`config.mk`:
```
export PLATFORM = sky130hd
export DESIGN_NAME = uart_slave
export DESIGN_NICKNAME = d
export VERILOG_FILES = /design/src/rtl/uart_slave.sv
export SDC_FILE = /design/constraint.sdc
export NUM_CORES = 1
export LEC_CHECK = 0
export ABC_AREA = 1
export CAP_MARGIN = 30
export CORE_MARGIN = 4
export CORE_UTILIZATION = 25
export CTS_CLUSTER_DIAMETER = 60
export DETAILED_ROUTE_END_ITERATION = 8
export GPL_ROUTABILITY_DRIVEN = 0
export PLACE_DENSITY = 0.54
export SLEW_MARGIN = 20
export SYNTH_ARGS = -nofsm -noshare
export SYNTH_HDL_FRONTEND = slang
export SYNTH_SLANG_ARGS = --single-unit
```
`constraint.sdc`:
```
create_clock -name clk -period 1.33 [get_ports clk]
set_input_delay 0.133 -clock clk [delete_from_list [all_inputs] [get_ports clk]]
set_output_delay 0.133 -clock clk [all_outputs]
set_load 0.1 [all_outputs]
```
`src/rtl/uart_slave.sv`:
```
// Byte-wide 8N1 UART slave: CTRL/STATUS and DATA registers on a 4-word bus window,
// fixed baud divisor, per-direction interrupt lines.
module uart_slave #(
    parameter int unsigned DIV = 434
) (
    input  logic        clk,
    input  logic        reset,
    input  logic        CS_,
    input  logic        As_,
    input  logic        RW,
    input  logic [1:0]  Addr,
    input  logic [31:0] WrData,
    output logic [31:0] RdData,
    output logic        Rdy_,
    input  logic        Rx,
    output logic        Tx,
    output logic        IRQRx,
    output logic        IRQTx
);

    localparam logic [1:0] S_IDLE  = 2'd0;
    localparam logic [1:0] S_START = 2'd1;
    localparam logic [1:0] S_DATA  = 2'd2;
    localparam logic [1:0] S_STOP  = 2'd3;

    localparam logic [15:0] DIV_M1  = 16'(DIV - 1);
    localparam logic [15:0] HALF_M1 = 16'((DIV / 2) - 1);

    logic        rdy_q, rdy_d;
    logic [31:0] rd_data_q, rd_data_d;
    logic        rx_ie_q, rx_ie_d, tx_ie_q, tx_ie_d;
    logic        rx_end_q, rx_end_d, tx_end_q, tx_end_d, frame_err_q, frame_err_d;
    logic [7:0]  rx_data_q, rx_data_d;

    logic [1:0]  tx_state_q, tx_state_d;
    logic [15:0] tx_baud_q, tx_baud_d;
    logic [2:0]  tx_bit_q, tx_bit_d;
    logic [7:0]  tx_shift_q, tx_shift_d;
    logic        tx_q, tx_d;

    logic [1:0]  sync_q;
    logic        rx_prev_q;
    logic [1:0]  rx_state_q, rx_state_d;
    logic [15:0] rx_baud_q, rx_baud_d;
    logic [2:0]  rx_bit_q, rx_bit_d;
    logic [7:0]  rx_shift_q, rx_shift_d;

    logic acc_s, wr_ctrl_s, wr_data_s, tx_done_s, rx_done_s, rx_ferr_s, rx_bit_s;
    logic tx_busy_s, rx_busy_s;
    logic wr_unused_s;

    assign acc_s       = !CS_ && !As_ && rdy_q;
    assign wr_ctrl_s   = acc_s && !RW && (Addr == 2'd0);
    assign wr_data_s   = acc_s && !RW && (Addr == 2'd1);
    assign tx_busy_s   = (tx_state_q != S_IDLE);
    assign rx_busy_s   = (rx_state_q != S_IDLE);
    assign rx_bit_s    = sync_q[1];
    assign wr_unused_s = ^WrData[31:8];

    assign Rdy_   = rdy_q;
    assign RdData = rd_data_q;
    assign Tx     = tx_q;
    assign IRQRx  = rx_end_q & rx_ie_q;
    assign IRQTx  = tx_end_q & tx_ie_q;

    // Transmit FSM; Tx is registered from the next state so it changes on the accepting edge.
    always_comb begin
        tx_state_d = tx_state_q;
        tx_baud_d  = tx_baud_q;
        tx_bit_d   = tx_bit_q;
        tx_shift_d = tx_shift_q;
        tx_done_s  = 1'b0;
        case (tx_state_q)
            S_IDLE: begin
                if (wr_data_s) begin
                    tx_state_d = S_START;
                    tx_baud_d  = 16'd0;
                    tx_bit_d   = 3'd0;
                    tx_shift_d = WrData[7:0];
                end else begin
                    tx_state_d = S_IDLE;
                end
            end
            S_START: begin
                if (tx_baud_q == DIV_M1) begin
                    tx_state_d = S_DATA;
                    tx_baud_d  = 16'd0;
                end else begin
                    tx_baud_d = tx_baud_q + 16'd1;
                end
            end
            S_DATA: begin
                if (tx_baud_q == DIV_M1) begin
                    tx_baud_d = 16'd0;
                    if (tx_bit_q == 3'd7) begin
                        tx_state_d = S_STOP;
                    end else begin
                        tx_bit_d   = tx_bit_q + 3'd1;
                        tx_shift_d = {1'b0, tx_shift_q[7:1]};
                    end
                end else begin
                    tx_baud_d = tx_baud_q + 16'd1;
                end
            end
            S_STOP: begin
                if (tx_baud_q == DIV_M1) begin
                    tx_state_d = S_IDLE;
                    tx_baud_d  = 16'd0;
                    tx_done_s  = 1'b1;
                end else begin
                    tx_baud_d = tx_baud_q + 16'd1;
                end
            end
            default: begin
                tx_state_d = S_IDLE;
                tx_baud_d  = 16'd0;
            end
        endcase
        case (tx_state_d)
            S_START: tx_d = 1'b0;
            S_DATA:  tx_d = tx_shift_d[0];
            default: tx_d = 1'b1;
        endcase
    end

    // Receive FSM: half-bit wait to the start-bit centre, then whole-bit steps.
    always_comb begin
        rx_state_d = rx_state_q;
        rx_baud_d  = rx_baud_q;
        rx_bit_d   = rx_bit_q;
        rx_shift_d = rx_shift_q;
        rx_done_s  = 1'b0;
        rx_ferr_s  = 1'b0;
        case (rx_state_q)
            S_IDLE: begin
                if (rx_prev_q && !rx_bit_s) begin
                    rx_state_d = S_START;
                    rx_baud_d  = 16'd0;
                end else begin
                    rx_state_d = S_IDLE;
                end
            end
            S_START: begin
                if (rx_baud_q == HALF_M1) begin
                    rx_baud_d = 16'd0;
                    rx_bit_d  = 3'd0;
                    if (!rx_bit_s) begin
                        rx_state_d = S_DATA;
                    end else begin
                        rx_state_d = S_IDLE;
                    end
                end else begin
                    rx_baud_d = rx_baud_q + 16'd1;
                end
            end
            S_DATA: begin
                if (rx_baud_q == DIV_M1) begin
                    rx_baud_d  = 16'd0;
                    rx_shift_d = {rx_bit_s, rx_shift_q[7:1]};
                    if (rx_bit_q == 3'd7) begin
                        rx_state_d = S_STOP;
                    end else begin
                        rx_bit_d = rx_bit_q + 3'd1;
                    end
                end else begin
                    rx_baud_d = rx_baud_q + 16'd1;
                end
            end
            S_STOP: begin
                if (rx_baud_q == DIV_M1) begin
                    rx_baud_d  = 16'd0;
                    rx_state_d = S_IDLE;
                    if (rx_bit_s) begin
                        rx_done_s = 1'b1;
                    end else begin
                        rx_ferr_s = 1'b1;
                    end
                end else begin
                    rx_baud_d = rx_baud_q + 16'd1;
                end
            end
            default: begin
                rx_state_d = S_IDLE;
                rx_baud_d  = 16'd0;
            end
        endcase
    end

    // Bus ack, read mux and flag updates; a hardware set beats a same-cycle W1C.
    always_comb begin
        rdy_d     = !acc_s;
        rd_data_d = 32'd0;
        if (acc_s && RW) begin
            case (Addr)
                2'd0:    rd_data_d = {25'd0, frame_err_q, rx_busy_s, tx_busy_s,
                                      tx_end_q, rx_end_q, tx_ie_q, rx_ie_q};
                2'd1:    rd_data_d = {24'd0, rx_data_q};
                default: rd_data_d = 32'd0;
            endcase
        end else begin
            rd_data_d = 32'd0;
        end
        if (wr_ctrl_s) begin
            rx_ie_d = WrData[0];
            tx_ie_d = WrData[1];
        end else begin
            rx_ie_d = rx_ie_q;
            tx_ie_d = tx_ie_q;
        end
        rx_end_d    = (rx_end_q    & ~(wr_ctrl_s & WrData[2])) | rx_done_s;
        tx_end_d    = (tx_end_q    & ~(wr_ctrl_s & WrData[3])) | tx_done_s;
        frame_err_d = (frame_err_q & ~(wr_ctrl_s & WrData[6])) | rx_ferr_s;
        rx_data_d   = rx_done_s ? rx_shift_q : rx_data_q;
    end

    // State registers with synchronous reset.
    always_ff @(posedge clk) begin
        if (reset) begin
            rdy_q       <= 1'b1;
            rd_data_q   <= 32'd0;
            rx_ie_q     <= 1'b0;
            tx_ie_q     <= 1'b0;
            rx_end_q    <= 1'b0;
            tx_end_q    <= 1'b0;
            frame_err_q <= 1'b0;
            rx_data_q   <= 8'd0;
            tx_state_q  <= S_IDLE;
            tx_baud_q   <= 16'd0;
            tx_bit_q    <= 3'd0;
            tx_shift_q  <= 8'd0;
            tx_q        <= 1'b1;
            sync_q      <= 2'b11;
            rx_prev_q   <= 1'b1;
            rx_state_q  <= S_IDLE;
            rx_baud_q   <= 16'd0;
            rx_bit_q    <= 3'd0;
            rx_shift_q  <= 8'd0;
        end else begin
            rdy_q       <= rdy_d;
            rd_data_q   <= rd_data_d;
            rx_ie_q     <= rx_ie_d;
            tx_ie_q     <= tx_ie_d;
            rx_end_q    <= rx_end_d;
            tx_end_q    <= tx_end_d;
            frame_err_q <= frame_err_d;
            rx_data_q   <= rx_data_d;
            tx_state_q  <= tx_state_d;
            tx_baud_q   <= tx_baud_d;
            tx_bit_q    <= tx_bit_d;
            tx_shift_q  <= tx_shift_d;
            tx_q        <= tx_d;
            sync_q      <= {sync_q[0], Rx};
            rx_prev_q   <= sync_q[1];
            rx_state_q  <= rx_state_d;
            rx_baud_q   <= rx_baud_d;
            rx_bit_q    <= rx_bit_d;
            rx_shift_q  <= rx_shift_d;
        end
    end

endmodule

```
## Yosys cells after proc, flatten, opt, wreduce, memory -nomap -nowiden

Index checks and enable logic that the tools add are counted.
W data, S select, Z words.

- Bits in registers: 108
- Word-level logic and storage cells: 130
- Input port bits: 40
- Output and inout port bits: 36

- Muxes and demuxes: 42
- Bitwise logic cells: 15
- Eq/ne operators: 23
- Reductions and logical operators: 26
- $add $sub $neg: 4

Operators by type and width:

| cell | count |
|---|---|
| $mux W16 | 5 |
| $pmux W16 S3 | 1 |
| $add A16 B1 Y16 const B | 2 |
| $eq A16 B9 Y1 const B | 2 |
| $pmux W16 S2 | 1 |
| $pmux W8 S2 | 2 |
| $mux W8 | 3 |
| $mux W2 | 9 |
| $mux W3 | 6 |
| $ne A2 B2 Y1 const B | 9 |
| $eq A16 B8 Y1 const B | 1 |
| $pmux W2 S4 | 2 |
| $pmux W3 S2 | 2 |
| $reduce_and A4 Y1 | 3 |
| $eq A2 B2 Y1 const B | 5 |
| $mux W1 | 10 |
| $and A1 B1 Y1 | 8 |
| $eq A2 B1 Y1 const B | 4 |
| $reduce_bool A2 Y1 | 4 |
| $logic_and A1 B1 Y1 | 7 |
| $add A3 B1 Y3 const B | 2 |
| $eq A3 B3 Y1 const B | 2 |
| $logic_not A2 Y1 | 3 |
| $logic_not A1 Y1 | 5 |
| 6 further kinds | 12 |

## Longest topological paths before layout

Gate-level depths: netlist of run 1.

- Depth after elaboration: 9
- Gate-level depth with buffers: 11
- Depth with buffers taken out: 11

## Worst setup path before layout of run 1

OpenSTA, ideal clock, no wires.

- Path kind: register to register
- Start: register rdy_q, in the netlist Rdy_
- End: register tx_shift_q[5]
- Data required time: 1.215 ns
- Stages on the path, launching flop included: 7
- Data arrival time: 1.858 ns
- Path buffers: 0
- Path slack: -0.643 ns
- Period minus slack after synthesis: 1.973 ns
- Setup time: 0.115 ns
- Path through: dfxtp_1 nand2_1 nor2_1 nand4_2 nand2_4 nor2_1 o21a_1

- Cells in the longest elaborated chain, start to end: 5

RTL lines:

| what | RTL line | source |
|---|---|---|
| start, declared | 29 | `logic rdy_q, rdy_d;` |
| start signal, assigned | 239 | `rdy_q <= rdy_d;` |
| $logic_and A1 B1 Y1 | 52 | `assign acc_s = !CS_ && !As_ && rdy_q;` |
| $logic_and A1 B1 Y1 (2 in a row) | 54 | `assign wr_data_s = acc_s && !RW && (Addr == 2'd1);` |
| $ne A2 B2 Y1 (no source line) | n/a |  |
| $reduce_and A4 Y1 (no source line) | n/a |  |
| end signal, assigned | 250 | `tx_shift_q <= tx_shift_d;` |
| end, declared | 38 | `logic [7:0] tx_shift_q, tx_shift_d;` |

Every way passes these cells.
A chain may end at the register's enable or synchronous reset.

## Worst setup path in the final report of run 1

- Start: register rx_baud_q[0]
- End: register rx_baud_q[6]

- Cells in the longest elaborated chain, start to end: 3
- Elaborated cells on any way between the ends: 6
- Classes of those cells: add/sub: 1; eq/ne: 2; mux: 3

RTL lines:

| what | RTL line | source |
|---|---|---|
| start, declared | 44 | `logic [15:0] rx_baud_q, rx_baud_d;` |
| start signal, assigned | 255 | `rx_baud_q <= rx_baud_d;` |
| $add A16 B1 Y16, or another cell as far along | 153, 166, 179 |  |
| $mux W16 (on tied branches) | 157, 170, 144 |  |
| $pmux W16 S3 (*) | 134 | `case (rx_state_q)` |

Mark *: on every way between the ends. The rest lies on a longest branch, timed or not.

==> impl_metrics.ini, run 1 <==
[setup_path]
path_class = reg -> reg
worstPathArrival_ps = 1740
crit_required_ps = 1610
timing.critical_path.from_type = flop
cp-end-kind = flop
critPathMaxFanout = 6

[clocking]
clock-sinks = 84
cts-hold-fix-buffers = 0
cts_root_buffer = sky130_fd_sc_hd__clkbuf_16
clkSlewWorstSetupHoldPaths_ps = 70
tritoncts = yes
later_pin_clock_latency_in_the_skew_report_ps = 340
cts_inserted_buffers = 9
max-clock-path-buffers = 2
cts-htree-levels = 3

[logic_synthesis]
yosys.area_share.adder_pct = 2.51
post_synth_mux_area_share_pct = 0
synthesis.instances = 654
synthDominantCellAreaShare_pct = 37.5
ys_seq_elements = 84
number_of_synthesized_flops_with_an_enable_pin = 0
avgSynthCellArea_sq_um = 6.85
synth-compound-area-share_pct = 12.1
synthTopCellsByArea = sky130_fd_sc_hd__dfxtp_1 38%, sky130_fd_sc_hd__nand2_1 12%, sky130_fd_sc_hd__nor2_1 7.4%
yosys_warnings = 0
syn-cell-area_sq_um = 4480
main_combinational_cell_family_by_area_after_synthesis = simple AND/OR/NAND/NOR gates
yosys.area_share.xor_xnor_pct = 1.56
post_synth_and_or_nand_nor_area_fraction_pct = 34.6
synth_cell_type_count = 45
proportion_of_register_bits_with_asynchronous_set_or_reset_after_synthesis_pct = 0
ys_seq_area_share_pct = 37.5
dominantRegCellSynth = sky130_fd_sc_hd__dfxtp_1
synth_largest_area_cell = sky130_fd_sc_hd__dfxtp_1

[timing]
final.period_utilization_pct = 110
sum_of_negative_setup_slack_ps = -2980
clock_skew_ps = 5.63
clock.fmax_mhz = 683
finalSetupViolations = 53
finalWorstPathRequiredPeriod_ps = 1460
final-hold-violation-count = 0
timing.final.ws_setup_ps = -133
grt_setup_unrepaired = true
slew_violations = 0

[final_layout]
sequential_cell_area_sq_um = 1740
fin_nets = 863
multi_input_area_sq_um = 3280
antenna_cells_inserted = 0
post_route_cells_drive_above_1_share_pct = 46.9
fillerInstances = 1708
layout_area_overhead_pct = 64.9

[grt]
total_routing_usage_gr_pct = 12.6
wire_length_of_the_first_global_routing_pass_microns = 20800
global_route.overflow_total = 0
pin_count_of_the_biggest_net_entering_global_routing = 34
antenna_found_initial = 0
vias_in_the_first_global_route = 4346

[power]
p_leak_nw = 3.00
power.internal_w = 0.00416
clock_power_share_pct = 42.4
pwr-share-seq_pct = 43.4
power_per_cell_area_nw_per_um2 = 795
pwr-share-comb_pct = 14.1
switching_share_pct = 29.1
finalPower_w = 0.00587
vdd_drop_max_v = 0.000570
p_sw_w = 0.00171

[status]
status = complete, but fails checks
violations = setup timing

[placement]
count_of_buffers_from_port_buffering = 27
place.detailed.hpwl_microns = 9030

[detailed_routing]
antenna_left = 0
drt-total-wl_microns = 13200
detailroute.via_count = 4725
avgRoutedWirePerCell_microns = 12.6
drtIter0Drc = 211
drt-vias-per-instance = 4.53
drt_pass_1_iters = 5
remaining_drc_errors = 0

[worst_hold_path]
hp-class = in -> reg

[floorplan]
die_area_sq_um = 20100
initial_core_util_pct = 25.7
fp-row-count = 48
ios = 76
core_region_area_sq_um = 17400
die_outline_height_microns = 142
floorplan.die.width_microns = 142

[job]
timing.max_cap.violations = 0
## power groups by stage
stage	combinational (W)	clock, W	sequential (W)
floorplan	0.000539	0	0.00263
global route	0.000881	0.00269	0.00255
CTS	0.000753	0.00257	0.00256
detailed placement	0.000690	0	0.00262
global placement	0.000690	0	0.00262
finish	0.000830	0.00249	0.00255
## flip-flops by register name, indices dropped and copies added (netlist names), 2 cells and up, named ones only
register    count
rx_baud_q      16
tx_baud_q      16
RdData          8
rx_data_q       8
rx_shift_q      8
tx_shift_q      8
rx_bit_q        3
tx_bit_q        3
sync_q          2
tx_state_q      2
## final timing paths
check                    start            to  slack [ps]  depth (start not counted)
hold / removal           reset     rx_prev_q         270                          3
setup reg to reg  rx_baud_q[0]  rx_baud_q[6]        -130                         10
hold reg to reg      sync_q[0]     sync_q[1]         410                          1
setup / recovery  rx_baud_q[0]  rx_baud_q[6]        -130                         10
## critical path, cell delays in order, from the launching register on
cell and delay, ps:
sky130_fd_sc_hd__dfxtp_4 380, sky130_fd_sc_hd__inv_2 50, sky130_fd_sc_hd__ha_4 150, sky130_fd_sc_hd__and3_4 150, sky130_fd_sc_hd__nand3_4 80, sky130_fd_sc_hd__nand2_8 80
sky130_fd_sc_hd__nand2_8 130, sky130_fd_sc_hd__clkinv_8 60, sky130_fd_sc_hd__nand2_8 130, sky130_fd_sc_hd__nand2_8 80, sky130_fd_sc_hd__nor2_4 90
## cell type report
class | count | share of cell area [%]
Multi-Input combinational cell | 485 | 44.3
Sequential cell | 84 | 23.5
Timing Repair Buffer | 161 | 20.2
Inverter | 73 | 4.08
Tap cell | 225 | 3.81
Clock buffer | 11 | 3.44
Clock inverter | 5 | 0.576
## cell usage in the layout, fill, tap and decap left out, drive strengths merged, types with 2 or more instances in the layout
cell type      instances
nand2                152
buf                  147
nor2                  96
dfxtp                 84
inv                   74
nand3                 56
a21oi                 50
o21ai                 37
conb                  24
nor3                  17
nand4                 16
clkdlybuf4s50         14
clkbuf                11
ha                     9
xor2                   7
o211ai                 3
clkinv                 3
or2                    2
and3                   2
a31o                   2
a31oi                  2
nor3b                  2
## synthesized netlist by cell type (all sizes together), types with 2 or more instances
library cell and n:
nand4 15, clkbuf 5, and3 2, nor3b 2
buf 33, dfxtp 84, a31o 2, xor2 7
o211ai 3, nand3 56, nor2 96, nand2 150
nor3 17, or2 2, clkinv 2, ha 9
o21ai 37, a31oi 2, inv 71, a21oi 50
## cells by family (layout without fill, tap and decap cells)
logic type / Yosys count / in the layout
AND/OR/NAND/NOR: 341 / 344
buffers and inverters: 111 / 250
AO/OA/AOI/OAI: 100 / 100
flip-flops: 84 / 84
adder cells (fa/ha/maj): 9 / 9
XOR/XNOR: 8 / 8
other: 1 / 24
## repair_timing
action | 4_1_cts | 5_1_grt
cloned | 1 | 2
setup endpoints to repair | 63 | 72
endpoints found under the hold margin | 0 | 0
setup buffers | 11 | 12
pin swaps | 60 | 54
gates resized for setup | 139 | 140
## per-stage QoR
stage               area (sq um)  instances  setup slack (ps)  utilization (%)  hold slack, ps
floorplan                   4660        677             -91.1                -             233
global placement            5940       1002              -322             34.1             394
detailed placement          5940       1002              -313             34.1             397
CTS                         6810       1030             -88.4             39.1             230
global route                7390       1044              -219             42.4             325
finish                      7390       1044              -133             42.4             265
## layer usage
layer  GRT usage (%)  up-vias  routed length [microns]
met5               0        -                        0
met4            2.93        0                      155
met3            2.53       15                      406
met2            20.5       72                     6400
met1            17.1     2226                     6210
li1                -     2412                        -
Note: power is estimated with default switching activity, not from simulation.
==> inputs of run 2 (changes only) <==
--- a/config.mk
+++ b/config.mk
@@ -9,10 +9,9 @@
 export CAP_MARGIN = 30
 export CORE_MARGIN = 4
 export CORE_UTILIZATION = 25
-export CTS_CLUSTER_DIAMETER = 60
+export CTS_CLUSTER_DIAMETER = 100
 export DETAILED_ROUTE_END_ITERATION = 8
 export GPL_ROUTABILITY_DRIVEN = 0
-export PLACE_DENSITY = 0.54
 export SLEW_MARGIN = 20
 export SYNTH_ARGS = -nofsm -noshare
 export SYNTH_HDL_FRONTEND = slang
==> run 2 against run 1 <==
  * The flow still finishes with violations (setup timing)
  * Clock power increased by 4%
  * First-iteration DRC count down 8.5%
  * Global-route usage decreased by 0.76 points
  * Fmax decreased by 3.0%
  * Largest cell class unchanged
  * Worst setup slack got worse by 46 ps
  * Utilization shrank 0.22 points
  * Wire length down 1.0%
  * Flip-flop and latch count is the same
  * Non-clock buffer count down 8
  * Register-to-register slack got worse by 50 ps
  * Total power grew 0.72%
  * Die area unchanged
==> impl_metrics.ini, run 2 (synthesis results as in run 1) <==
[setup_path]
setup.reg_to_reg.worst_slack_ps = -180
critPathMaxFanout = 4
crit_required_ps = 1610
path_class = reg -> reg
timing.rr.end = rx_data_q[2]
r2r.worst_path.cells = 9
worstPathArrival_ps = 1790
worstReg2RegStart = rx_baud_q[1]
timing.critical_path.from_type = flop
cp-end-kind = flop
setup.worst_path.start = rx_baud_q[1]

[timing]
grt_setup_unrepaired = true
clock_skew_ps = 7.44
finalSetupViolations = 55
finalWorstPathRequiredPeriod_ps = 1510
clock.fmax_mhz = 663
final-hold-violation-count = 0
slew_violations = 0
final.period_utilization_pct = 113
finalHoldWorstSlack_ps = 220
sum_of_negative_setup_slack_ps = -4030
timing.final.ws_setup_ps = -179

[final_layout]
layout.cells.most_common_list = 110 x sky130_fd_sc_hd__nand2_1, 98 x sky130_fd_sc_hd__buf_4, 59 x sky130_fd_sc_hd__nor2_1
post_route_cells_drive_above_1_share_pct = 45.4
finalCoreUtilization_pct = 42.2
fillerInstances = 1696
reg.largest.list = rx_baud_q: 16 flops, tx_baud_q: 16 flops
antenna_cells_inserted = 0
layout_commonest_cell = sky130_fd_sc_hd__nand2_1
post-route-cell-area_sq_um = 7350
layout_area_overhead_pct = 64.1
fin_nets = 854

[power]
pwr-share-seq_pct = 43.0
pwr-share-comb_pct = 13.4
power_per_cell_area_nw_per_um2 = 804
p_sw_w = 0.00170
clock_power_share_pct = 43.6
p_leak_nw = 2.95
switching_share_pct = 28.8
power.internal_w = 0.00421
vdd_drop_max_v = 0.000642

[worst_hold_path]
hold-path-cell-count = 3
worst_hold_startpoint = reset
worst_hold_path.endpoint = rx_prev_q
hp-class = in -> reg

[clocking]
later_pin_clock_latency_in_the_skew_report_ps = 340
cts_root_buffer = sky130_fd_sc_hd__clkbuf_16
cts-hold-fix-buffers = 0
clkSlewWorstSetupHoldPaths_ps = 70
clock-sinks = 84
max-clock-path-buffers = 2
cts_inserted_buffers = 9
tritoncts = yes
cts-htree-levels = 3

[floorplan]
fp-row-count = 48
ios = 76
die_area_sq_um = 20100
initial_core_util_pct = 25.7
core_region_area_sq_um = 17400
floorplan.die.width_microns = 142
die_outline_height_microns = 142

[status]
violations = setup timing
status = complete, but fails checks

[placement]
dpl_cell_area_sq_um = 5980
count_of_buffers_from_port_buffering = 27
place.detailed.hpwl_microns = 8850
place_worst_setup_slack_ps = -329

[grt]
wire_length_of_the_first_global_routing_pass_microns = 20100
global_route.overflow_total = 0
vias_in_the_first_global_route = 4402
antenna_found_initial = 0
total_routing_usage_gr_pct = 11.8
pin_count_of_the_biggest_net_entering_global_routing = 46

[detailed_routing]
detailroute.via_count = 4722
drt-total-wl_microns = 13000
antenna_left = 0
drt-vias-per-instance = 4.56
avgRoutedWirePerCell_microns = 12.6
remaining_drc_errors = 0
drtIter0Drc = 193
drt_pass_1_iters = 4

[job]
timing.max_cap.violations = 0
-- run 2: routing by layer --
layer / vias to the layer above / wire, microns / GRT usage (%)
li1: 2398 / - / -
met1: 2223 / 5950 / 15.7
met2: 82 / 6510 / 19.5
met3: 19 / 408 / 2.66
met4: 0 / 160 / 2.63
met5: - / 0 / 0
-- run 2: worst max-delay path, stage by stage, from the launching register on --
cell                      delay, ps
sky130_fd_sc_hd__dfxtp_4        360
sky130_fd_sc_hd__inv_4           80
sky130_fd_sc_hd__ha_4           150
sky130_fd_sc_hd__nand3_4         70
sky130_fd_sc_hd__nor2_4         110
sky130_fd_sc_hd__nand2_4         90
sky130_fd_sc_hd__nor3_4         220
sky130_fd_sc_hd__buf_2          200
sky130_fd_sc_hd__o21ai_0         90
sky130_fd_sc_hd__nor2_1          80
-- run 2: power groups by stage --
| stage | combinational [W] | clock (W) | sequential, W |
|---|---|---|---|
| after floorplan | 0.000539 | 0 | 0.00263 |
| final | 0.000795 | 0.00258 | 0.00254 |
| after CTS | 0.000744 | 0.00263 | 0.00255 |
| after global routing | 0.000842 | 0.00274 | 0.00254 |
| after global placement | 0.000694 | 0 | 0.00262 |
| after detailed placement | 0.000696 | 0 | 0.00262 |
-- run 2: what timing repair did --
item / in CTS / in global routing
gates resized for setup: 128 / 145
hold endpoints to repair: 0 / 0
pin swaps: 36 / 54
endpoints found under the setup margin: 62 / 68
setup buffers: 1 / 10
gates cloned: 1 / 2
-- run 2: worst max path at each step --
stage	end	slack (ps)	depth (start not counted)
finish	rx_data_q[2]	-180	9
floorplan	rx_data_q[0]	-90	9
global placement	tx_shift_q[5]	-290	8
CTS	Tx	-80	9
global route	tx_shift_q[4]	-230	9
detailed placement	tx_baud_q[2]	-330	8
-- run 2: stage by stage --
step	cells	power, W
after CTS	1023	0.00593
after global placement	1005	0.00331
after global routing	1035	0.00612
after floorplan	677	0.00316
final	1035	0.00591
after detailed placement	1005	0.00331
-- run 2: final cells by class --
class	count	area [sq um]	share of cell area, %
multi-input cells	484	3240	44.1
flip-flops and latches	84	1750	23.8
clock buffers	11	264	3.59
clock inverters	5	46.3	0.630
well taps	225	282	3.83
inverters	73	308	4.19
repair buffers	153	1470	19.9
